$ cat src/rtl/stopwatch_core.sv
// Stopwatch control core: button FSM, DIGITS-wide BCD up/down counter, lap freeze, wrap/saturate limits.
// Optional clear button C is enabled by defining STOPWATCH_CLEAR_BTN_EN.
module stopwatch_core #(
    parameter int DIGITS = 4,
    parameter bit WRAP   = 1'b1
) (
    input  logic                clk,
    input  logic                rst,
    input  logic                tick,
    input  logic                U,
    input  logic                S,
    input  logic                D,
    input  logic                L,
`ifdef STOPWATCH_CLEAR_BTN_EN
    input  logic                C,
`endif
    output logic                count_up,
    output logic                paused,
    output logic                lap_hold,
    output logic                at_limit,
    output logic [4*DIGITS-1:0] value,
    output logic [4*DIGITS-1:0] disp
);
    localparam int W = 4 * DIGITS;

    typedef enum logic [2:0] {
        IDLE     = 3'd0,
        ARM_S    = 3'd1,
        ARM_U    = 3'd2,
        ARM_D    = 3'd3,
        ARM_L    = 3'd4,
        WAIT_REL = 3'd5
`ifdef STOPWATCH_CLEAR_BTN_EN
        , ARM_C  = 3'd6
`endif
    } state_t;

    state_t        state_q, state_d;
    logic          count_up_q, count_up_d;
    logic          paused_q, paused_d;
    logic          lap_hold_q, lap_hold_d;
    logic          at_limit_q, at_limit_d;
    logic [W-1:0]  value_q, value_d;
    logic [W-1:0]  lap_q, lap_d;
    logic          any_btn;
    logic          commit_s, commit_u, commit_d, commit_l;
`ifdef STOPWATCH_CLEAR_BTN_EN
    logic          commit_c;
`endif

    function automatic logic [W-1:0] bcd_inc(input logic [W-1:0] v);
        logic [W-1:0] r;
        logic         carry;
        r     = v;
        carry = 1'b1;
        for (int i = 0; i < DIGITS; i++) begin
            if (carry) begin
                if (v[4*i +: 4] >= 4'd9) begin
                    r[4*i +: 4] = 4'd0;
                end else begin
                    r[4*i +: 4] = v[4*i +: 4] + 4'd1;
                    carry       = 1'b0;
                end
            end
        end
        return r;
    endfunction

    // Out-of-range digits are forced to 9 so the result is always valid BCD.
    function automatic logic [W-1:0] bcd_dec(input logic [W-1:0] v);
        logic [W-1:0] r;
        logic         borrow;
        r      = v;
        borrow = 1'b1;
        for (int i = 0; i < DIGITS; i++) begin
            if (borrow) begin
                if (v[4*i +: 4] == 4'd0) begin
                    r[4*i +: 4] = 4'd9;
                end else if (v[4*i +: 4] > 4'd9) begin
                    r[4*i +: 4] = 4'd9;
                    borrow      = 1'b0;
                end else begin
                    r[4*i +: 4] = v[4*i +: 4] - 4'd1;
                    borrow      = 1'b0;
                end
            end
        end
        return r;
    endfunction

    function automatic logic all_nines(input logic [W-1:0] v);
        logic r;
        r = 1'b1;
        for (int i = 0; i < DIGITS; i++) begin
            if (v[4*i +: 4] != 4'd9) r = 1'b0;
        end
        return r;
    endfunction

    function automatic logic [W-1:0] nines();
        logic [W-1:0] r;
        for (int i = 0; i < DIGITS; i++) r[4*i +: 4] = 4'd9;
        return r;
    endfunction

`ifdef STOPWATCH_CLEAR_BTN_EN
    assign any_btn = U | S | D | L | C;
`else
    assign any_btn = U | S | D | L;
`endif

    // An action commits in the cycle its ARM state sees the button released.
    always_comb begin
        state_d  = state_q;
        commit_s = 1'b0;
        commit_u = 1'b0;
        commit_d = 1'b0;
        commit_l = 1'b0;
`ifdef STOPWATCH_CLEAR_BTN_EN
        commit_c = 1'b0;
`endif
        case (state_q)
            IDLE: begin
                if (S)      state_d = ARM_S;
                else if (U) state_d = ARM_U;
                else if (D) state_d = ARM_D;
                else if (L) state_d = ARM_L;
`ifdef STOPWATCH_CLEAR_BTN_EN
                else if (C) state_d = ARM_C;
`endif
            end
            ARM_S: if (!S) begin commit_s = 1'b1; state_d = any_btn ? WAIT_REL : IDLE; end
            ARM_U: if (!U) begin commit_u = 1'b1; state_d = any_btn ? WAIT_REL : IDLE; end
            ARM_D: if (!D) begin commit_d = 1'b1; state_d = any_btn ? WAIT_REL : IDLE; end
            ARM_L: if (!L) begin commit_l = 1'b1; state_d = any_btn ? WAIT_REL : IDLE; end
`ifdef STOPWATCH_CLEAR_BTN_EN
            ARM_C: if (!C) begin commit_c = 1'b1; state_d = any_btn ? WAIT_REL : IDLE; end
`endif
            WAIT_REL: if (!any_btn) state_d = IDLE;
            default:  state_d = IDLE;
        endcase
    end

    always_comb begin
        count_up_d = count_up_q;
        paused_d   = paused_q;
        lap_hold_d = lap_hold_q;
        lap_d      = lap_q;
        value_d    = value_q;
        at_limit_d = WRAP ? 1'b0 : at_limit_q;

        if (commit_s) begin
            paused_d   = ~paused_q;
            at_limit_d = 1'b0;
        end
        if (commit_u) begin
            count_up_d = 1'b1;
            if (!count_up_q) at_limit_d = 1'b0;
        end
        if (commit_d) begin
            count_up_d = 1'b0;
            if (count_up_q) at_limit_d = 1'b0;
        end
        if (commit_l) begin
            lap_hold_d = ~lap_hold_q;
            if (!lap_hold_q) lap_d = value_q;
        end
`ifdef STOPWATCH_CLEAR_BTN_EN
        if (commit_c && paused_q) begin
            value_d    = '0;
            lap_d      = '0;
            lap_hold_d = 1'b0;
            at_limit_d = 1'b0;
        end
`endif

        // Counting uses the registered mode, so it is evaluated after the actions and overrides them.
        if (tick && !paused_q) begin
            if (count_up_q) begin
                if (all_nines(value_q)) begin
                    at_limit_d = 1'b1;
                    if (WRAP) value_d = '0;
                    else      paused_d = 1'b1;
                end else begin
                    value_d = bcd_inc(value_q);
                end
            end else begin
                if (value_q == '0) begin
                    at_limit_d = 1'b1;
                    if (WRAP) value_d = nines();
                    else      paused_d = 1'b1;
                end else begin
                    value_d = bcd_dec(value_q);
                end
            end
        end
    end

    always_ff @(posedge clk) begin
        if (rst) begin
            state_q    <= any_btn ? WAIT_REL : IDLE;
            count_up_q <= 1'b1;
            paused_q   <= 1'b0;
            lap_hold_q <= 1'b0;
            at_limit_q <= 1'b0;
            value_q    <= '0;
            lap_q      <= '0;
        end else begin
            state_q    <= state_d;
            count_up_q <= count_up_d;
            paused_q   <= paused_d;
            lap_hold_q <= lap_hold_d;
            at_limit_q <= at_limit_d;
            value_q    <= value_d;
            lap_q      <= lap_d;
        end
    end

    assign count_up = count_up_q;
    assign paused   = paused_q;
    assign lap_hold = lap_hold_q;
    assign at_limit = at_limit_q;
    assign value    = value_q;
    assign disp     = lap_hold_q ? lap_q : value_q;

endmodule

$ cat config.mk
export PLATFORM = sky130hd
export DESIGN_NAME = stopwatch_core
export DESIGN_NICKNAME = d
export VERILOG_FILES = /design/src/rtl/stopwatch_core.sv
export SDC_FILE = /design/constraint.sdc
export NUM_CORES = 1
export LEC_CHECK = 0
export CAP_MARGIN = 20
export CELL_PAD_IN_SITES_DETAIL_PLACEMENT = 1
export CELL_PAD_IN_SITES_GLOBAL_PLACEMENT = 1
export CORE_ASPECT_RATIO = 0.9
export CORE_MARGIN = 3
export CORE_UTILIZATION = 39
export DETAILED_ROUTE_END_ITERATION = 12
export PLACE_DENSITY_LB_ADDON = 0.2
export SLEW_MARGIN = 20
export SYNTH_ARGS = -nofsm -noshare
export SYNTH_HDL_FRONTEND = slang
export SYNTH_SLANG_ARGS = --single-unit
$ cat constraint.sdc
create_clock -name clk -period 3.2 [get_ports clk]
set_input_delay 0.8 -clock clk [delete_from_list [all_inputs] [get_ports clk]]
set_output_delay 0.8 -clock clk [all_outputs]
set_load 0.02 [all_outputs]
==> Word-level counts from Yosys, hierarchy flattened <==
Index checks and enable logic that the tools add are counted.
Widths: inputs -> output; s select.
{ "word_totals": {"input_bits": 7, "reg_bits": 39} }
{ "classes": {"muxes": 81, "n_eq_ne": 18, "bitwise_logic": 6, "magnitude_cmp": 8, "n_reduce_logical": 17, "addsub": 8} }
{ "ops": {"columns": ["operator", "n"], "rows": [
  ["$mux 4", 18],
  ["$mux 16", 4],
  ["$mux 1", 47],
  ["$mux 3", 11],
  ["$pmux 3 s6", 1],
  ["$add 4x1->4 const B", 4],
  ["$ge 4x4->1 const B", 4],
  ["$gt 4x4->1 const B", 4],
  ["$logic_not 16->1", 1],
  ["$logic_not 4->1", 4],
  ["$ne 4x4->1 const B", 4],
  ["$sub 4x1->4 const B", 4],
  ["$ne 3x3->1 const B", 5],
  ["$ne 3x1->1 const B", 3],
  ["$reduce_and 3->1", 3],
  ["$reduce_bool 3->1", 3],
  ["$eq 3x2->1 const B", 2],
  ["$eq 3x3->1 const B", 2],
  ["$ne 6x6->1 const B", 1],
  ["$reduce_and 6->1", 1],
  ["$eq 3x1->1 const B", 1],
  ["$logic_not 3->1", 1],
  ["$not 1->1", 3],
  ["$or 1x1->1", 3],
  ["other kinds (4)", 4]
]} }

==> Longest topological paths before layout <==
{ "depth": {"depth_word": 21, "mapped_depth": 7} }

==> Least setup slack after synthesis <==
Ideal clock, no wire load.
{ "synth_timing": {"path_type": "register -> register", "start": "register value_q[1], in the netlist value[1]", "end": "register value_q[12], in the netlist value[12]", "path_slack_ns": 0.769, "setup_ns": 0.070, "arrival_ns": 2.361, "n_path_buf": 0, "required_time_ns": 3.130, "path_stages_with_launch": 8, "cell_sequence": "dfxtp_1 inv_1 ha_1 or4b_1 or3_1 a211o_1 or3_1 a21oi_1"} }
{ "synth_via": {"elab_chain_len": 15, "word_cells_on_any_way": 40} }
{ "synth_lines": {"columns": ["element", "line_no", "source"], "rows": [
  ["start, declared", "43", "logic [W-1:0] value_q, value_d;"],
  ["start signal, assigned", "214", "value_q <= value_d;"],
  ["$ge 4x4->1 / $logic_not 4->1 (equally long branches)", "58, 77", null],
  ["$mux 1 (on tied branches)", "58, 77", null],
  ["$mux 1 (on tied branches)", "180, 188", null],
  ["$mux 1", "179", "if (count_up_q) begin"],
  ["$mux 1", "178", "if (tick && !paused_q) begin"],
  ["$mux 1 (on tied branches)", "57, 76", null],
  ["$mux 1 (on tied branches)", "180, 188", null],
  ["$mux 1", "179", null],
  ["$mux 1", "178", null],
  ["$mux 1 (on tied branches)", "57, 76", null],
  ["$mux 1 (on tied branches)", "180, 188", null],
  ["$mux 1", "179", null],
  ["$mux 1", "178", null],
  ["$ne 3x1->1 (no source line) / $reduce_bool 3->1 (equally long branches)", null, null],
  ["$reduce_and 3->1 (no source line)", null, null]
]} }
Several ways; a longest one is shown, not always the timed one. The select of a mux whose other input is x is not followed.
A chain may end at the register's enable or synchronous reset.

==> Worst setup path in the final report <==
{ "layout_timing": {"start": "register value_q[6], in the netlist value[6]", "end": "output disp[6]"} }
{ "layout_via": {"elab_chain_len": 1} }
{ "layout_lines": {"columns": ["element", "line_no", "source"], "rows": [
  ["$mux 16", null, null],
  ["end, declared", "22", "output logic [4*DIGITS-1:0] disp"]
]} }
Every way passes these cells.

==> qor.yml <==
yosys:
  synth-seq-area-share_pct: 30.5
  synthFlopType: "dfxtp_1"
  ys_types: 58
  yosysWarningCount: 0
  ys_ff_latch: 39
  async_flop_share_pct: 0
  syn_nets: 376
  syn_area_per_cell_um2: 7.46
  synth-edff-count: 3
  netlist_instances: 356
  netlist_area_um2: 2660
worst_setup_path:
  cp-start-kind: "flip-flop"
  crit_type: "flip-flop to primary output"
  crit_path_end_kind: "primary output"
  crit_required_ns: 2.40
  cp_max_fo: 11
  critPathMaxStageDelay_ns: 0.66
  cp.arrival_ns: 2.01
  worstPathCellList: "inv_1 > o21ai_0 > clkdlybuf4s50_1"
  critical-path-slowest-cell: "clkdlybuf4s50_1"
clock_network:
  worstSkewPairLatency_ns: 0.31
  cts_sinks: 39
  htree_num_levels: 2
  cts.hold.buffers_added: 0
  clockRootBuffer: "clkbuf_8"
  cts_buffer_depth: 2
  post_cts_buffers: 0
  path_clk_slew_ns: 0.08
  cts_buffers: 5
  cts_tree: "built"
  post_cts_resized: 0
power_and_ir_drop:
  comb_power_share_pct: 27.3
  intPower_w: 0.000997
  p_clk_share_pct: 33.9
  leakage_nw: 1.13
  p_seq_share_pct: 38.8
  power_density_nw_per_um2: 456
  p_sw_w: 0.000492
  p_sw_share_pct: 33.0
  ir_drop_mv: 0.214
global_route:
  grt_max_degree: 40
  grt_pass1_vias: 2801
  overflow: 0
  antenna_found_initial: 0
  grt_pass1_wl_mm: 14.1
  grt.total_usage_pct: 22.2
layout:
  antenna_cells: 0
  nFillCells: 845
  final_net_count: 408
  synthToLayoutAreaGrowth_pct: 22.9
  drive_above_1_share_pct: 7.20
  fin_area_um2: 3270
  fin_util_pct: 51.4
sta:
  drv_slew: 0
  max_freq_mhz: 356
  grt_setup_unrepaired: "false"
  finalCriticalPeriod_ns: 2.81
  fin_skew_ns: 0.00599
  hold_viol_final: 0
  period_share_pct: 87.7
  final.setup.tns_ns: 0
  maxSlewHeadroom_pct: 51.0
  setup_viol: 0
  worst_slew_pin_slew_ns: 0.734
floorplanning:
  initial_utilization_pct: 41.8
  dieArea_um2: 7840
  placementRows: 27
  dieWidth_um: 93.0
  core_um2: 6350
  dieHeight_um: 84.3
  ioPinCount: 43
detailed_routing:
  antenna_left: 0
  routed-via-count: 2792
  wl_met3_um: 337
  drt_iter0_markers: 176
  wl_met1_mm: 4.01
  viasPerCell: 5.87
  dr.pass1.iters: 4
  highest_layer: "met4"
  met2WireLength_mm: 3.88
  drc_errors: 0
  routedWlPerCell_um: 17.5
  wirelength_mm: 8.35
place:
  hpwl_mm: 5.82
  io_buffers: 42
  dpl_cell_area_um2: 3130
  place.gp.congestion: 0.860
outcome:
  status: "completed"
flow_run:
  maxCapViolations: 0
min_path:
  hold_class: "flip-flop to flip-flop"
cell type report:
type                       instances  area (um2)  share of cell area (%)
multi-input combinational        271        1650                    50.7
clock buffer                       6        72.6                    2.22
clock inverter                     2        60.1                    1.84
inverter                          21        78.8                    2.41
sequential                        39         811                    24.8
timing repair buffer              50         480                    14.7
tap                               87         109                    3.33
worst max-delay path, delay by kind of cell, from the launching register on:
kind	cells	cell delay [ns]
flops	1	0.56
buf+inv	2	0.86
compound gates	1	0.28
path summary, 6_finish.rpt:
| check | start | end | slack [ns] | cells past startpoint |
|---|---|---|---|---|
| worst max register to register | value[4]$_SDFFE_PP0P_ | value[12]$_SDFFE_PP0P_ | 0.53 | 7 |
| worst min register to register | lap_q[12]$_SDFFE_PP0P_ | lap_q[12]$_SDFFE_PP0P_ | 0.48 | 2 |
| worst min-delay path | lap_q[12]$_SDFFE_PP0P_ | lap_q[12]$_SDFFE_PP0P_ | 0.48 | 2 |
| worst max-delay path | value[6]$_SDFFE_PP0P_ | disp[6] | 0.39 | 3 |
power by group through the flow:
stage | logic (W) | clock network [W] | registers, W
CTS | 0.000407 | 0.000518 | 0.000576
finish | 0.000407 | 0.000504 | 0.000578
global placement | 0.000398 | 0 | 0.000586
global route | 0.000450 | 0.000544 | 0.000585
floorplan | 0.000276 | 0 | 0.000578
detailed placement | 0.000406 | 0 | 0.000588
sequential cells by signal, summed over array words and instances, names as in the netlist:
| signal | flops |
|---|---|
| lap_hold | 1 |
| paused | 1 |
| count_up | 1 |
| at_limit | 1 |
| value | 16 |
| lap_q | 16 |
| state_q | 3 |
logic make-up (layout without fill, tap and decap cells):
group	Yosys count	in the layout	synth area share [%]
xor+xnor	2	2	0.660
buf+inv	46	79	7.30
flops	39	39	30.5
fa+ha+maj	13	13	6.12
mux	6	6	2.45
compound gates	130	130	29.8
simple gates	120	120	23.1
routing by layer:
| layer | global-route usage (%) | up-vias |
|---|---|---|
| met4 | 6.79 | 0 |
| met3 | 4.21 | 12 |
| li1 | - | 1356 |
| met5 | 0 | - |
| met2 | 35.1 | 60 |
| met1 | 30.6 | 1364 |
through the flow:
step | hold slack (ns) | setup WS (ns) | std cells | power [W]
after floorplan | 0.450 | 0.769 | 356 | 0.000854
after global placement | 0.456 | 0.594 | 468 | 0.000985
after detailed placement | 0.470 | 0.557 | 468 | 0.000993
after CTS | 0.483 | 0.428 | 476 | 0.00150
after global routing | 0.510 | 0.312 | 476 | 0.00158
final | 0.480 | 0.394 | 476 | 0.00149
synth_stat cells, types with 2 or more instances:
master     n  area share, %
or3_1      4           0.94
nor3b_1    3           0.85
clkbuf_1  20            2.8
mux2i_1    2           0.75
a311oi_1   3           0.99
buf_1      2           0.28
edfxtp_1   3            3.4
o211ai_1   2           0.57
a41oi_1    2           0.66
a22oi_1    4            1.1
mux2_2     4            1.7
ha_1      13            6.1
nor2b_1    4           0.94
and4b_1    4            1.5
nor4b_1    2           0.66
o22ai_1    3           0.71
o21bai_1   4            1.1
or3b_2     3           0.99
nand3_1    5           0.94
inv_1     21            3.0
a221oi_1   2           0.66
nor4_1     5            1.2
a21oi_1   32            6.0
dfxtp_1   36             27
xnor2_1    2           0.66
a31oi_1    7            1.6
o21ai_0   48            9.0
nor2_1    25            3.5
a21o_1     3           0.85
nor3_1     9            1.7
a211oi_1   6            1.7
nand2_1   41            5.8
nand2b_1   7            1.6
layout by cell type (no fill, tap or decap), types with 3 or more instances in the layout:
| cell | netlist | final |
|---|---|---|
| o21ai_0 | 48 | 48 |
| clkdlybuf4s50_1 | 0 | 42 |
| nand2_1 | 41 | 41 |
| dfxtp_1 | 36 | 36 |
| a21oi_1 | 32 | 32 |
| nor2_1 | 25 | 24 |
| inv_1 | 21 | 21 |
| ha_1 | 13 | 13 |
| nor3_1 | 9 | 9 |
| buf_4 | 1 | 8 |
| nand2b_1 | 7 | 7 |
| a31oi_1 | 7 | 7 |
| a211oi_1 | 6 | 6 |
| nor4_1 | 5 | 5 |
| nand3_1 | 5 | 5 |
| clkbuf_8 | 1 | 5 |
| mux2_2 | 4 | 4 |
| or3_1 | 4 | 4 |
| a22oi_1 | 4 | 4 |
| o21bai_1 | 4 | 4 |
| and4b_1 | 4 | 4 |
| nor2b_1 | 4 | 4 |
| o22ai_1 | 3 | 3 |
| or3b_2 | 3 | 3 |
| nor3b_1 | 3 | 3 |
| a311oi_1 | 3 | 3 |
| a21o_1 | 3 | 3 |
| edfxtp_1 | 3 | 3 |
(Power assumes the default switching activity.)
